`src/rtl/acc_ctrl.sv`:
```
// Accumulator control micro-sequencer: expands LOAD/ALU/STORE/ALU_STORE commands
// into single-cycle strobe steps, with strobes re-timed to the falling clock edge.
module acc_ctrl #(
  parameter int                      OPCODE_WIDTH = 5,
  parameter int                      STATUS_WIDTH = 4,
  parameter logic [OPCODE_WIDTH-1:0] LD_OPCODE    = '0
) (
  input  logic                    clk,
  input  logic                    reset,
  input  logic                    cmd_valid,
  output logic                    cmd_ready,
  input  logic [1:0]              cmd_type,
  input  logic [OPCODE_WIDTH-1:0] cmd_opcode,
  output logic                    done,
  output logic                    acc_CS,
  output logic                    acc_WE,
  output logic                    acc_OE,
  output logic                    acc_ALU_EN,
  output logic [OPCODE_WIDTH-1:0] alu_opcode,
  input  logic [STATUS_WIDTH-1:0] alu_status,
  output logic [STATUS_WIDTH-1:0] flags,
  output logic                    src_OE,
  output logic                    dst_WE
);

  typedef enum logic [2:0] {
    S_IDLE,
    S_LOAD,
    S_EXEC,
    S_STORE,
    S_DONE
  } state_t;

  typedef enum logic [1:0] {
    CMD_LOAD      = 2'b00,
    CMD_ALU       = 2'b01,
    CMD_STORE     = 2'b10,
    CMD_ALU_STORE = 2'b11
  } cmd_t;

  state_t                  state_q, state_d;
  cmd_t                    type_q, type_d;
  logic [OPCODE_WIDTH-1:0] opc_q, opc_d;
  logic [STATUS_WIDTH-1:0] flags_q, flags_d;

  logic                    cs_d, we_d, oe_d, alu_en_d, src_oe_d, dst_we_d;
  logic [OPCODE_WIDTH-1:0] aluop_d;
  logic                    cs_q, we_q, oe_q, alu_en_q, src_oe_q, dst_we_q;
  logic [OPCODE_WIDTH-1:0] aluop_q;

  always_ff @(posedge clk or negedge reset) begin
    if (!reset) begin
      state_q <= S_IDLE;
      type_q  <= CMD_LOAD;
      opc_q   <= '0;
      flags_q <= '0;
    end else begin
      state_q <= state_d;
      type_q  <= type_d;
      opc_q   <= opc_d;
      flags_q <= flags_d;
    end
  end

  always_comb begin
    state_d = state_q;
    type_d  = type_q;
    opc_d   = opc_q;
    flags_d = flags_q;
    case (state_q)
      S_IDLE: begin
        if (cmd_valid) begin
          type_d = cmd_t'(cmd_type);
          opc_d  = cmd_opcode;
          case (cmd_t'(cmd_type))
            CMD_LOAD:      state_d = S_LOAD;
            CMD_ALU:       state_d = S_EXEC;
            CMD_STORE:     state_d = S_STORE;
            CMD_ALU_STORE: state_d = S_EXEC;
            default:       state_d = S_IDLE;
          endcase
        end
      end
      S_LOAD:  state_d = S_DONE;
      S_EXEC: begin
        flags_d = alu_status;
        state_d = (type_q == CMD_ALU_STORE) ? S_STORE : S_DONE;
      end
      S_STORE: state_d = S_DONE;
      S_DONE:  state_d = S_IDLE;
      default: state_d = S_IDLE;
    endcase
  end

  always_comb begin
    cs_d     = 1'b0;
    we_d     = 1'b0;
    oe_d     = 1'b0;
    alu_en_d = 1'b0;
    src_oe_d = 1'b0;
    dst_we_d = 1'b0;
    aluop_d  = LD_OPCODE;
    case (state_q)
      S_LOAD: begin
        cs_d     = 1'b1;
        we_d     = 1'b1;
        src_oe_d = 1'b1;
      end
      S_EXEC: begin
        alu_en_d = 1'b1;
        aluop_d  = opc_q;
      end
      S_STORE: begin
        cs_d     = 1'b1;
        oe_d     = 1'b1;
        dst_we_d = 1'b1;
      end
      default: ;
    endcase
  end

  // Falling-edge retiming keeps strobes stable while clk is high, so the
  // accumulator's gated clock sees exactly one capture edge per step.
  always_ff @(negedge clk or negedge reset) begin
    if (!reset) begin
      cs_q     <= 1'b0;
      we_q     <= 1'b0;
      oe_q     <= 1'b0;
      alu_en_q <= 1'b0;
      src_oe_q <= 1'b0;
      dst_we_q <= 1'b0;
      aluop_q  <= LD_OPCODE;
    end else begin
      cs_q     <= cs_d;
      we_q     <= we_d;
      oe_q     <= oe_d;
      alu_en_q <= alu_en_d;
      src_oe_q <= src_oe_d;
      dst_we_q <= dst_we_d;
      aluop_q  <= aluop_d;
    end
  end

  assign cmd_ready  = reset & (state_q == S_IDLE);
  assign done       = (state_q == S_DONE);
  assign flags      = flags_q;
  assign acc_CS     = cs_q;
  assign acc_WE     = we_q;
  assign acc_OE     = oe_q;
  assign acc_ALU_EN = alu_en_q;
  assign src_OE     = src_oe_q;
  assign dst_WE     = dst_we_q;
  assign alu_opcode = aluop_q;

endmodule
```
`config.mk`:
```
export PLATFORM = sky130hd
export DESIGN_NAME = acc_ctrl
export DESIGN_NICKNAME = d
export VERILOG_FILES = /design/src/rtl/acc_ctrl.sv
export SDC_FILE = /design/constraint.sdc
export NUM_CORES = 1
export LEC_CHECK = 0
export CAP_MARGIN = 25
export CORE_UTILIZATION = 43
export DETAILED_ROUTE_END_ITERATION = 6
export PLACE_DENSITY = 0.77
export SYNTH_ARGS = -nofsm -noshare
export SYNTH_HDL_FRONTEND = slang
export SYNTH_SLANG_ARGS = --single-unit
export TNS_END_PERCENT = 10
```
`constraint.sdc`:
```
create_clock -name clk -period 1.5 [get_ports clk]
set_input_delay 0.375 -clock clk [delete_from_list [all_inputs] [get_ports clk]]
set_output_delay 0.375 -clock clk [all_outputs]
set_load 0.05 [all_outputs]
```
== Yosys cells after proc, flatten, opt, wreduce, memory -nomap -nowiden ==
Index checks and enable logic that the tools add are counted.

* Input port bits: 14
* Bits in registers: 23
* Output and inout port bits: 17

* Bitwise operators: 1
* Mux-type cells: 9
* Reductions and logical operators: 5
* Eq/ne operators: 9

{| class="wikitable"
|+ Operators by type and width
! operator !! number
|-
| one-hot mux 3 bit (3 select lines) || 2
|-
| == test 2 bit, second input constant || 3
|-
| == test 3 x 2 -> 1 bit, second input constant || 2
|-
| 2-to-1 mux 3 bit || 2
|-
| 2-to-1 mux 5 bit || 1
|-
| 2-to-1 mux 1 bit || 4
|-
| OR reduction 2 bit || 2
|-
| == test 3 x 1 -> 1 bit, second input constant || 1
|-
| == test 3 bit, second input constant || 1
|-
| logical NOT 3 bit || 1
|-
| == test 2 x 1 -> 1 bit, second input constant || 1
|-
| logical NOT 2 bit || 1
|-
| != test 2 bit, second input constant || 1
|-
| AND reduction 2 bit || 1
|-
| AND 1 bit || 1
|}

== Longest topological paths before layout ==
Gate-level depths: netlist (run 1).

* Word-level depth: 5
* Depth in mapped cells: 5
* Depth with buffers taken out: 3

==> impl_metrics.py, run 1 <==
metrics = {
    "finish": {
        "mostFrequentLayoutCells": "17 x sky130_fd_sc_hd__buf_12, 14 x sky130_fd_sc_hd__dfrtp_1, 13 x sky130_fd_sc_hd__clkdlybuf4s50_1",
        "final_layout_size_suffix_gt1_frac": 0.535,
        "finalNetCount": 114,
        "antenna_diode_instance_count": 0,
        "postLayoutCellArea_sq_um": 1510,
        "layout_area_growth_over_synthesis_pct": 68.9,
        "num-fill-cells": 118,
        "mostFrequentLayoutCell": "sky130_fd_sc_hd__buf_12",
    },
    "yosys": {
        "yosys_register_bits": 23,
        "post_synth_num_cell_types": 20,
        "synthesis.yosys.warnings": 0,
        "postSynthCellCount": 60,
        "synth.cell_area_sq_um": 893,
        "syn_avg_cell_area_sq_um": 14.9,
        "synth_nets": 74,
        "yosysSeqAreaShare": 0.644,
    },
    "worst_hold_path": {
        "hold_class": "in -> async",
    },
    "power": {
        "pwr-share-seq": 0.330,
        "switching_power_mw": 1.25,
        "power_density_cells_nw_per_um2": 2170,
        "p_leak_nw": 0.685,
        "part_of_the_power_in_combinational_logic": 0.589,
        "power_report.internal_total_mw": 2.03,
        "clock_power_share": 0.081,
        "switching_share": 0.381,
        "ir_drop_uv": 1230,
    },
    "die": {
        "floorplan.initialDensity": 0.455,
        "placement_rows": 16,
        "horizontal_extent_of_the_die_microns": 47.6,
        "die_y_microns": 47.6,
        "die_footprint_sq_um": 2260,
        "top_level_ports": 31,
        "placeable_core_area_sq_um": 1960,
    },
    "critical_path": {
        "worst_ep_required_time_ps": 1120,
        "rr_startpoint": "state_q[0]",
        "worst_ep_arrival_time_ps": 1720,
        "crit_end": "src_OE",
        "path_class": "reg -> out",
        "worstPathBufferInverterCount": 1,
        "timing.critical_path.cells": "buf_12",
        "critical_path.endpoint_type": "output pin",
        "top_delay_family_on_crit_path": "flip-flops",
        "worst-path-stages": 1,
        "slowest_delay_ps": 510,
        "reg2reg_depth": 2,
        "critPathSlowestCell": "sky130_fd_sc_hd__dfrtn_1",
        "cp_max_fo": 2,
        "reg2reg_to": "src_OE",
        "r2r_slack_ps": -190,
        "crit_path_start": "src_OE",
        "cp-start-kind": "flop",
    },
    "detailed_routing": {
        "drt_iter0_drc": 5,
        "wl_per_cell_microns": 12.7,
        "detail_route.wirelength_microns": 1600,
        "drt.antenna.violating_nets": 0,
        "drtPass1Iterations": 3,
        "routed_via_density": 4.64,
        "detail_route.drc_violations": 0,
        "via_count": 585,
    },
    "clock_network": {
        "cts_root_buf": "sky130_fd_sc_hd__clkbuf_4",
        "insertion_delay_ps": 290,
        "max_clock_buf_depth": 2,
        "numCtsBuffers": 3,
        "cts.clk_slew.worst_paths_ps": 110,
        "htree_levels": 1,
        "post_cts_hold_buffer_count": 0,
        "cts_tree": "yes",
        "tritoncts_num_sinks": 23,
    },
    "grt": {
        "grt_first_pass_wirelength_microns": 2370,
        "globalRouteTotalUtil": 0.153,
        "grt.overflow.total": 0,
        "grt_start_max_net_pins": 15,
        "grt_pass1_vias": 550,
        "grt_antenna_before_repair": 0,
    },
    "sta": {
        "worst_clock_skew_ps": 4.34,
        "setup_ws_ps": -590,
        "fin_setup_tns_ps": -7570,
        "worst_pin_slew_ps": 259,
        "slew_viol_final": 0,
        "setup_repair_after_global_routing_missed_its_margin": "true",
        "hold_violations": 0,
        "final-setup-viol-count": 22,
        "max_slew_margin": 0.827,
    },
    "run_status": {
        "status": "finished, violations left",
        "failing_checks": "negative setup slack",
    },
    "placed_design": {
        "placement.setup.worst_slack_ps": -276,
        "place.detailed.hpwl_microns": 1260,
        "post_dp_cell_area_sq_um": 1440,
        "routabilityCongestion": 0.735,
        "port_buffers": 30,
    },
    "flow_run": {
        "cap_violations": 0,
    },
}
## cell type report
| class | count | area (sq um) | share of cell area |
|---|---|---|---|
| Clock buffer | 4 | 26.3 | 0.0174 |
| Multi-Input combinational cell | 33 | 324 | 0.215 |
| Sequential cell | 23 | 576 | 0.381 |
| Tap cell | 27 | 33.8 | 0.0224 |
| Timing Repair Buffer | 39 | 549 | 0.364 |
## through the flow
step	hold slack, ps	utilization	power [mW]	cells
3_5_place_dp	488	0.733	2.90	122
5_1_grt	422	0.769	3.44	126
3_3_place_gp	481	0.733	2.85	122
2_1_floorplan	79.4	-	2.01	60
4_1_cts	414	0.751	3.19	126
6_report	418	0.769	3.27	126
## routing by layer
metal	global-route usage	part of all wire
met5	0	0
met1	0.211	0.45
met4	0.0500	0.0044
met2	0.249	0.51
met3	0.0264	0.037
## power by group through the flow
| stage | registers, mW | clock network (mW) | logic, mW |
|---|---|---|---|
| after floorplan | 1.44 | 0 | 0.571 |
| after global placement | 1.07 | 0 | 1.78 |
| after detailed placement | 1.09 | 0 | 1.81 |
| after CTS | 1.08 | 0.279 | 1.83 |
| after global routing | 1.11 | 0.302 | 2.03 |
| final | 1.08 | 0.265 | 1.93 |
## sequential cells by signal, summed over array words and instances (netlist names)
name	flops
src_OE	1
flags	4
state_q	3
type_q	2
opc_q	5
alu_opcode	5
acc_CS	1
dst_WE	1
acc_ALU_EN	1
## logic make-up (layout without fill, tap and decap cells)
logic type	Yosys count	count (layout)	share of synthesized area
multiplexers	11	11	0.139
AND/OR/NAND/NOR	18	18	0.154
buffers and inverters	4	43	0.0350
AO/OA/AOI/OAI	4	4	0.0280
flip-flops	23	23	0.644
## worst min-delay path by stage
| stage | endpoint | start | cells past startpoint |
|---|---|---|---|
| global placement | opc_q[3] | opc_q[3] | 1 |
| CTS | flags[1] | reset | 2 |
| global route | flags[1] | reset | 2 |
| floorplan | flags[0] | reset | 0 |
| finish | flags[1] | reset | 2 |
| detailed placement | opc_q[2] | opc_q[2] | 1 |
## what timing repair did
item | 4_1_cts | 5_1_grt
resized for setup | 3 | 9
pin swaps | 1 | 2
setup buffers | 0 | 0
setup endpoints to repair | 29 | 29
## cells in the mapped netlist
library cell / number / area, sq um
sky130_fd_sc_hd__nand2b_1: 1 / 6.26
sky130_fd_sc_hd__clkbuf_2: 1 / 5.00
sky130_fd_sc_hd__dfrtp_1: 14 / 350
sky130_fd_sc_hd__buf_6: 1 / 11.3
sky130_fd_sc_hd__nor2_1: 1 / 3.75
sky130_fd_sc_hd__a21oi_1: 1 / 5.00
sky130_fd_sc_hd__nor3_2: 1 / 10.0
sky130_fd_sc_hd__and2b_2: 2 / 17.5
sky130_fd_sc_hd__nand3_1: 1 / 5.00
sky130_fd_sc_hd__nand2_1: 1 / 3.75
sky130_fd_sc_hd__a211oi_1: 2 / 15.0
sky130_fd_sc_hd__nor3b_4: 1 / 18.8
sky130_fd_sc_hd__dfrtn_1: 9 / 225
sky130_fd_sc_hd__o21ai_0: 1 / 5.00
sky130_fd_sc_hd__and2_1: 1 / 6.26
sky130_fd_sc_hd__mux2_2: 11 / 124
sky130_fd_sc_hd__buf_4: 2 / 15.0
sky130_fd_sc_hd__nor2b_1: 1 / 6.26
sky130_fd_sc_hd__nor3b_1: 1 / 7.51
sky130_fd_sc_hd__and2_2: 7 / 52.6
Power figures use the tool's default switching activity.
==> inputs of run 2 (changes only) <==
--- a/config.mk
+++ b/config.mk
@@ -5,10 +5,12 @@
 export SDC_FILE = /design/constraint.sdc
 export NUM_CORES = 1
 export LEC_CHECK = 0
-export CAP_MARGIN = 25
-export CORE_UTILIZATION = 43
+export CAP_MARGIN = 20
+export CELL_PAD_IN_SITES_DETAIL_PLACEMENT = 2
+export CELL_PAD_IN_SITES_GLOBAL_PLACEMENT = 2
+export CORE_UTILIZATION = 28
 export DETAILED_ROUTE_END_ITERATION = 6
-export PLACE_DENSITY = 0.77
+export PLACE_DENSITY_LB_ADDON = 0.1
 export SYNTH_ARGS = -nofsm -noshare
 export SYNTH_HDL_FRONTEND = slang
 export SYNTH_SLANG_ARGS = --single-unit
==> run 2 against run 1 <==
Effect of this change: the flow still finishes with violations (negative setup slack); combinational power about the same; setup slack worse by 2.9 ps; via count up 4.3%; cell count grew 13%; core utilization down 26 points; die area is 51% higher; clock-buffer cell count is 1 lower; global-route usage is 3.7 points lower; critical endpoint is now acc_OE; largest cell class unchanged; largest power group unchanged; highest routed layer unchanged.
==> impl_metrics.py, run 2 (synthesis results as in run 1) <==
metrics = {
    "run_status": {
        "status": "finished, violations left",
        "failing_checks": "negative setup slack",
    },
    "die": {
        "placement_rows": 20,
        "horizontal_extent_of_the_die_microns": 58.5,
        "placeable_core_area_sq_um": 3030,
        "top_level_ports": 31,
        "floorplan.initialDensity": 0.295,
        "die_footprint_sq_um": 3420,
        "die_y_microns": 58.5,
    },
    "clock_network": {
        "number_of_buffers_inserted_to_repair_setup_after_cts": 0,
        "tritoncts_num_sinks": 23,
        "cts_root_buf": "sky130_fd_sc_hd__clkbuf_4",
        "cts_tree": "yes",
        "htree_levels": 1,
        "insertion_delay_ps": 310,
        "max_clock_buf_depth": 2,
        "numCtsBuffers": 3,
        "cts.clk_slew.worst_paths_ps": 130,
    },
    "critical_path": {
        "worst_ep_arrival_time_ps": 1720,
        "worst_ep_required_time_ps": 1120,
        "cp_max_fo": 2,
        "cp-start-kind": "flop",
        "top_delay_family_on_crit_path": "flip-flops",
        "timing.critical_path.cells": "buf_12",
        "worstPathBufferInverterCount": 1,
        "critPathSlowestCell": "sky130_fd_sc_hd__dfrtn_1",
        "path_class": "reg -> out",
        "critical_path.endpoint_type": "output pin",
        "slowest_delay_ps": 510,
    },
    "power": {
        "power_mw": 3.31,
        "p_leak_nw": 0.683,
        "power_density_cells_nw_per_um2": 2170,
        "ir_drop_uv": 624,
    },
    "grt": {
        "grt_pass1_vias": 643,
        "grt.overflow.total": 0,
        "globalRouteTotalUtil": 0.117,
        "grt_first_pass_wirelength_microns": 2880,
        "grt_antenna_before_repair": 0,
        "grt_start_max_net_pins": 16,
    },
    "sta": {
        "max_slew_margin": 0.823,
        "slew_viol_final": 0,
        "worst_pin_slew_ps": 265,
        "final-setup-viol-count": 23,
        "setup_ws_ps": -593,
        "fin_setup_tns_ps": -7790,
        "setup_repair_after_global_routing_missed_its_margin": "true",
        "hold_violations": 0,
        "worst_clock_skew_ps": 15.1,
    },
    "detailed_routing": {
        "drtPass1Iterations": 4,
        "routed_via_density": 4.30,
        "via_count": 610,
        "drt_iter0_drc": 12,
        "detail_route.drc_violations": 0,
        "detail_route.wirelength_microns": 1800,
        "drt.antenna.violating_nets": 0,
        "wl_per_cell_microns": 12.6,
    },
    "placed_design": {
        "place.detailed.hpwl_microns": 1410,
        "placement.setup.worst_slack_ps": -265,
        "port_buffers": 30,
        "routabilityCongestion": 0.655,
        "dp.cells": 138,
    },
    "finish": {
        "mostFrequentLayoutCell": "sky130_fd_sc_hd__buf_12",
        "final_layout_size_suffix_gt1_frac": 0.541,
        "finalNetCount": 113,
        "finalCoreUtilization": 0.505,
        "layoutNonFillerInstCount": 142,
        "layout_area_growth_over_synthesis_pct": 71.0,
        "antenna_diode_instance_count": 0,
        "mostFrequentLayoutCells": "18 x sky130_fd_sc_hd__buf_12, 14 x sky130_fd_sc_hd__dfrtp_1, 13 x sky130_fd_sc_hd__clkdlybuf4s50_1",
    },
    "flow_run": {
        "cap_violations": 0,
    },
    "worst_hold_path": {
        "hold_class": "in -> async",
    },
}
==> run 2: changes by cell type in the layout (fill, tap and decap cells not counted), sizes merged <==
cell	previous run	this run
buf	26	25
clkbuf	4	3
clkinv	0	1
==> run 2: cell type report <==
class / count / area (sq um)
Tap cell: 44 / 55.1
Timing Repair Buffer: 38 / 547
Sequential cell: 23 / 576
Clock buffer: 3 / 22.5
Fill cell: 277 / 1500
Clock inverter: 1 / 5.00
Multi-Input combinational cell: 33 / 323
==> run 2: timing repair <==
action	CTS	global route
setup endpoints to repair	29	29
pin swaps	2	1
resized for setup	4	5
hold buffers	0	0
==> run 2: routing by layer <==
layer | global-route usage | routed length (microns) | vias up
met5 | 0 | 0 | -
met4 | 0.0612 | 22 | 0
met3 | 0.0286 | 110 | 4
met2 | 0.210 | 947 | 22
met1 | 0.126 | 716 | 307
li1 | - | - | 277
==> run 2: final timing paths <==
check | from | endpoint | slack, ps | depth (start not counted)
max | dst_WE | acc_OE | -590 | 1
min | reset | flags[0] | 430 | 2
max reg2reg | state_q[0] | src_OE | -210 | 2
min reg2reg | opc_q[2] | opc_q[2] | 520 | 1
max in group asynchronous | reset | alu_opcode[1] | 210 | 2
min in group clk | opc_q[2] | opc_q[2] | 520 | 1
==> run 2: power breakdown <==
| part | internal, mW | switching, mW | leakage (nW) |
|---|---|---|---|
| Sequential | 0.875 | 0.205 | 0.291 |
| Combinational | 1.05 | 0.886 | 0.374 |
| Clock | 0.0996 | 0.189 | 0.0177 |
==> run 2: stage by stage <==
stage	area (sq um)	hold slack, ps
finish	1530	429
global route	1530	450
CTS	1510	440
detailed placement	1470	492
global placement	1470	481
floorplan	906	79.4
